==> src/rtl/seq_detect_param.sv <==
// Parameterised serial pattern detector.
// Takes a serial bit stream. Gives a combinational match flag, the same
// flag registered one cycle later, and a saturating count of matches.
// The pattern register is loadable at run time. Matching can be
// overlapping or non-overlapping.
module seq_detect_param #(
   parameter int             LEN     = 4,
   parameter logic [LEN-1:0] PATTERN = 4'b1101,
   parameter int             CNT_W   = 8
) (
   input  logic             clock,
   input  logic             reset,
   input  logic             datain,
   input  logic             datain_valid,
   input  logic             overlap,
   input  logic             pattern_load,
   input  logic [LEN-1:0]   pattern_in,
   input  logic             count_clear,
   output logic             dataout,
   output logic             dataout_q,
   output logic [CNT_W-1:0] match_count
);

   // fill only needs to reach LEN-1, so clog2(LEN) bits are enough
   localparam int               FW       = $clog2(LEN);
   localparam logic [FW-1:0]    FILL_MAX = FW'(LEN - 1);
   localparam logic [CNT_W-1:0] CNT_MAX  = '1;

   logic [LEN-2:0]   hist_q, hist_d;
   logic [FW-1:0]    fill_q, fill_d;
   logic [LEN-1:0]   pat_q, pat_d;
   logic [CNT_W-1:0] cnt_q, cnt_d;
   logic [LEN-1:0]   window;
   logic             match;

   // candidate window: stored history with the incoming bit appended as the newest (LSB)
   assign window = {hist_q, datain};

   // Mealy match: valid bit, history fully populated, window equals pattern, no load this cycle
   always_comb begin
      match = datain_valid && !pattern_load && (fill_q == FILL_MAX) && (window == pat_q);
   end

   assign dataout     = match;
   assign match_count = cnt_q;

   // next-state for history, fill level and pattern register
   always_comb begin
      hist_d = hist_q;
      fill_d = fill_q;
      pat_d  = pat_q;
      if (pattern_load) begin
         // a load restarts detection; the data bit in this cycle is dropped
         pat_d  = pattern_in;
         fill_d = '0;
      end else if (datain_valid) begin
         hist_d = window[LEN-2:0];
         if (match && !overlap) begin
            // non-overlapping: the matching bits are consumed and not reused
            fill_d = '0;
         end else if (fill_q != FILL_MAX) begin
            fill_d = fill_q + 1'b1;
         end
      end
   end

   // saturating match counter; clear takes priority over increment
   always_comb begin
      cnt_d = cnt_q;
      if (count_clear) begin
         cnt_d = '0;
      end else if (match && (cnt_q != CNT_MAX)) begin
         cnt_d = cnt_q + 1'b1;
      end
   end

   // state registers with asynchronous active-low reset
   always_ff @(posedge clock or negedge reset) begin
      if (!reset) begin
         hist_q    <= '0;
         fill_q    <= '0;
         pat_q     <= PATTERN;
         cnt_q     <= '0;
         dataout_q <= 1'b0;
      end else begin
         hist_q    <= hist_d;
         fill_q    <= fill_d;
         pat_q     <= pat_d;
         cnt_q     <= cnt_d;
         dataout_q <= match;
      end
   end

endmodule
==> config.mk <==
export PLATFORM = sky130hd
export DESIGN_NAME = seq_detect_param
export DESIGN_NICKNAME = d
export VERILOG_FILES = /design/src/rtl/seq_detect_param.sv
export SDC_FILE = /design/constraint.sdc
export NUM_CORES = 1
export LEC_CHECK = 0
export CAP_MARGIN = 10
export CORE_ASPECT_RATIO = 0.8
export CORE_UTILIZATION = 54
export DETAILED_ROUTE_END_ITERATION = 16
export DONT_BUFFER_PORTS = 1
export PLACE_DENSITY = 0.78
export RECOVER_POWER = 25
export SYNTH_ARGS = -nofsm -noshare
export SYNTH_HDL_FRONTEND = slang
export SYNTH_SLANG_ARGS = --single-unit
==> constraint.sdc <==
create_clock -name clock -period 1.7 [get_ports clock]
set_input_delay 0.085 -clock clock [delete_from_list [all_inputs] [get_ports clock]]
set_output_delay 0.085 -clock clock [all_outputs]
set_load 0.01 [all_outputs]
## Word level (Yosys, flattened, before mapping)

Cells that the tools add are included.

| storage, ports and cells | value |
|---|---|
| register bits after elaboration | 18 |
| output and inout port bits | 10 |
| logic and storage cells | 30 |

| cells by class | value |
|---|---|
| $add $sub $neg | 2 |
| eq/ne operators | 4 |
| mux-type cells | 6 |
| bitwise gates (word level) | 1 |
| reduce and logical (&&, ||, !) cells | 12 |

Operators with widths:

| cell | number |
|---|---|
| 8-bit two-way mux | 2 |
| 8-bit by 1-bit adder with 8-bit output (second input constant) | 1 |
| 2-bit two-way mux | 4 |
| 8-bit inequality test (second input constant) | 1 |
| 1-bit logical AND | 5 |
| 4-bit == test | 1 |
| 2-bit AND reduction | 2 |
| 2-bit nonzero test | 2 |
| 3-bit nonzero test | 1 |
| 2-bit by 1-bit adder with 2-bit output (second input constant) | 1 |
| 2-bit == test (second input constant) | 1 |
| 1-bit logical NOT | 2 |
| 2-bit inequality test (second input constant) | 1 |
| 1-bit inverter | 1 |

## Logic depth before layout (Yosys ltp)

| logic depth | value |
|---|---|
| word-level depth | 8 |
| mapped depth | 8 |
| gate-level depth less buffers | 6 |

## Worst setup path before layout

No wires, ideal clock.

| timing path | value |
|---|---|
| path kind | flip-flop to flip-flop |
| start | register pat_q[0] |
| end | register cnt_q[6] (netlist: match_count[6]) |
| arrival | 1.608 ns |
| path slack | -0.035 ns |
| stages on the path, launching flop included | 7 |
| path buffers | 1 |
| period minus slack after synthesis | 1.735 ns |
| cell sequence | dfstp_2 -> xor2_1 -> or3b_1 -> buf_6 -> nor4_2 -> mux2i_1 -> nor2_1 |

| between the ends | value |
|---|---|
| longest elaborated chain between the ends | 4 |

Ends and longest elaborated chain:

| what | line | source |
|---|---|---|
| start, declared | 31 | `logic [LEN-1:0] pat_q, pat_d;` |
| start signal, assigned | 88 | `pat_q <= pat_d;` |
| 4-bit == test | 41 | `match = datain_valid && !pattern_load && (fill_q == FILL_MAX) && (window == pat_q);` |
| 1-bit logical AND | 41 |  |
| 1-bit logical AND | 72 | `end else if (match && (cnt_q != CNT_MAX)) begin` |
| 2-bit nonzero test (no source line) | - |  |
| end signal, assigned | 89 | `cnt_q <= cnt_d;` |
| end, declared | 32 | `logic [CNT_W-1:0] cnt_q, cnt_d;` |

No other way between the ends.
A chain may end at the register's enable or synchronous reset.

## Worst setup path in the final report

| timing path | value |
|---|---|
| start | register pat_q[0] |
| end | output port dataout |

| between the ends | value |
|---|---|
| longest elaborated chain between the ends | 2 |

Ends and longest elaborated chain:

| what | line | source |
|---|---|---|
| 4-bit == test | 41 |  |
| 1-bit logical AND | 41 |  |
| end, declared | 19 | `output logic dataout,` |

No other way between the ends.

==> metrics.csv <==
metric,value,unit
grt_first_pass_wirelength,3153,um
final_max_slew_viol_count,0,
grt_overflow,0,
syn_area_per_cell,11.49,sq um
status,finished with violations,
num_rows,13,
r2r_slack,-0.13,ns
antenna_left,0,
arrival,1.76,ns
cts-root-buf,clkbuf_4,
path_max_fanout,5,
dpl_worst_slack,-0.1289,ns
ys_top_cells_by_count,"dfrtp_1, nor2_1, xnor2_1",
num-nets-final,125,
min_path_type,primary input to flip-flop,
clk_latency,0.30,ns
cellLeakagePower,0.5885,nW
drc,0,
area_growth,35.43,%
routabilityCongestion,0.8624,
met1_usage,0.2732,
syn_inst,83,
grt_pass1_vias,677,
grt-busiest-layer,met2,
async_flop_share,1.000,
fin_crit,1.849,ns
cp-end-kind,primary output,
clk_pin_slew,0.11,ns
final_cells,133,
io_pins,21,
yosysMostFrequentCell,dfrtp_1,
max_slew_margin,0.4804,
synth_largest_area_cell,dfrtp_1,
max_cap_violations,0,
ys.flop_type,dfrtp_1,
grtUsageMet3,0.09302,
viasPerCell,5.383,
htree_levels,1,
num_vias,716,
hold_violations,0,
fin_skew,0.01622,ns
worstMarginPinSlew,0.7768,ns
clkPwrFrac,0.253,
synth_area_leaders,"dfrtp_1, dfstp_2, mux2_2, xnor2_1, nor4_2",
grt_use_met2,0.4132,
dpl.hpwl,1303,um
wirelength,2105,um
max_freq,540.7,MHz
clock_sinks,18,
violations,setup timing,
grt_max_degree,19,
p_sw_frac,0.2791,
seqPwrFrac,0.554,
die-area,1939,sq um
combPwrFrac,0.193,
cp_data_required_time,1.62,ns
rsz0062_at_grt,yes,
yosysSeqAreaShare,0.4764,
start_util,0.5803,
antenna_found_initial,0,
fillers,110,
drive_gt1_frac,0.4414,
clockBufferDepth,2,
port-buffer-count,0,
peakVddDrop,0.0005597,V
die_w,48.98,um
synth_edf_count,0,
place_inst,114,
synth_fp_nets,96,
cts_buffers,3,
internal_power,0.0006410,W
synth_seq_cells,18,
n_antenna_cell,0,
routedWlPerCell,15.83,um
die_y,39.58,um
first_pass_iters,4,
fin_crit_sh,1.088,
start_kind,flip-flop,
switchingPower,0.0002482,W
holdWs,0.01838,ns
cts_tree,yes,
synth_top_area_frac,0.3937,
core,1643,sq um
yosys_warnings,0,
setup_slack,-0.1493,ns
grt_usage,0.2357,
crit_type,flip-flop to primary output,
drt_iter0_markers,10,
setup_viol,9,
ys_types,30,
syn_area,953.4,sq um
p_per_area,688.7,nW/um^2
-- timing repair --
item	in CTS	in global routing
hold endpoints to repair	33	0
buffers inserted	6	0
pin swaps	5	7
hold buffers	9	0
endpoints found under the setup margin	10	11
gates resized for setup	4	8
-- flip-flops by register name, indices dropped and copies added, names as in the netlist --
| signal | flops |
|---|---|
| hist_q | 3 |
| pat_q | 4 |
| match_count | 8 |
| dataout_q | 1 |
| fill_q | 2 |
-- critical path: stages, from the launching register on --
cell     delay [ns]
dfstp_2        0.55
xor2_1         0.06
or3b_4         0.43
or2_4          0.26
inv_2          0.07
buf_6          0.10
-- power by group through the flow --
stage	Sequential, W	Combinational, W	Clock [W]
5_1_grt	0.000498	0.000183	0.000242
6_report	0.000493	0.000172	0.000225
4_1_cts	0.000490	0.000147	0.000228
3_3_place_gp	0.000495	0.000106	0
3_5_place_dp	0.000498	0.000110	0
2_1_floorplan	0.000492	0.000101	0
-- logic make-up (layout without fill, tap and decap cells) --
group	count (synthesis)	after routing	share of synthesized area
AOI/OAI and AO/OA	6	6	0.05512
xor gates and xnor gates	9	9	0.08268
adders and majority gates	2	2	0.02624
buffers and inverters	6	34	0.03936
DFF	18	18	0.4764
muxes	10	10	0.1142
and+or+nand+nor	32	32	0.2060
-- area by class of cell --
cell class | count | area, sq um | share of cell area
inverter | 3 | 11.26 | 0.008721
timing repair buffer | 27 | 229.0 | 0.1773
multi-input combinational | 59 | 543.0 | 0.4205
tap | 22 | 27.53 | 0.02132
sequential | 18 | 454.2 | 0.3517
clock buffer | 4 | 26.28 | 0.02035
-- worst paths after layout --
path	from	endpoint	depth (start not counted)
max in group asynchronous	reset	match_count[0]	1
min in group asynchronous	reset	fill_q[0]	1
hold / removal	datain_valid	hist_q[0]	2
setup / recovery	pat_q[0]	dataout	5
hold reg to reg	pat_q[1]	pat_q[1]	1
setup reg to reg	pat_q[0]	match_count[2]	8
-- metrics by stage --
stage	TNS (ns)	power [W]	utilization	area, sq um
after floorplan	-0.03982	0.0005922	-	974.7
after global placement	-0.5631	0.0006013	0.6489	1066
after detailed placement	-0.7935	0.0006086	0.6489	1066
after CTS	-0.7247	0.0008647	0.7601	1249
after global routing	-1.441	0.0009231	0.7860	1291
final	-0.7961	0.0008892	0.7860	1291
-- cell usage in the layout, fill, tap and decap left out, types with 2 or more instances in the layout --
cell	synthesis	final
and3_1	2	2
buf_4	0	17
clkbuf_4	0	3
dfrtp_1	15	15
dfstp_2	3	3
dlygate4sd3_1	0	9
inv_1	2	2
mux2_2	7	7
mux2i_1	3	3
nand2_1	5	4
nand2b_1	2	2
nor2_1	8	8
nor3_2	1	2
nor4_4	0	3
xnor2_1	8	7
-- routing by layer --
layer  share of wire  vias up
met5               0        -
met4           0.012        0
met3           0.052        4
met2            0.49       18
met1            0.45      357
li1                -      337
(Power assumes the default switching activity.)
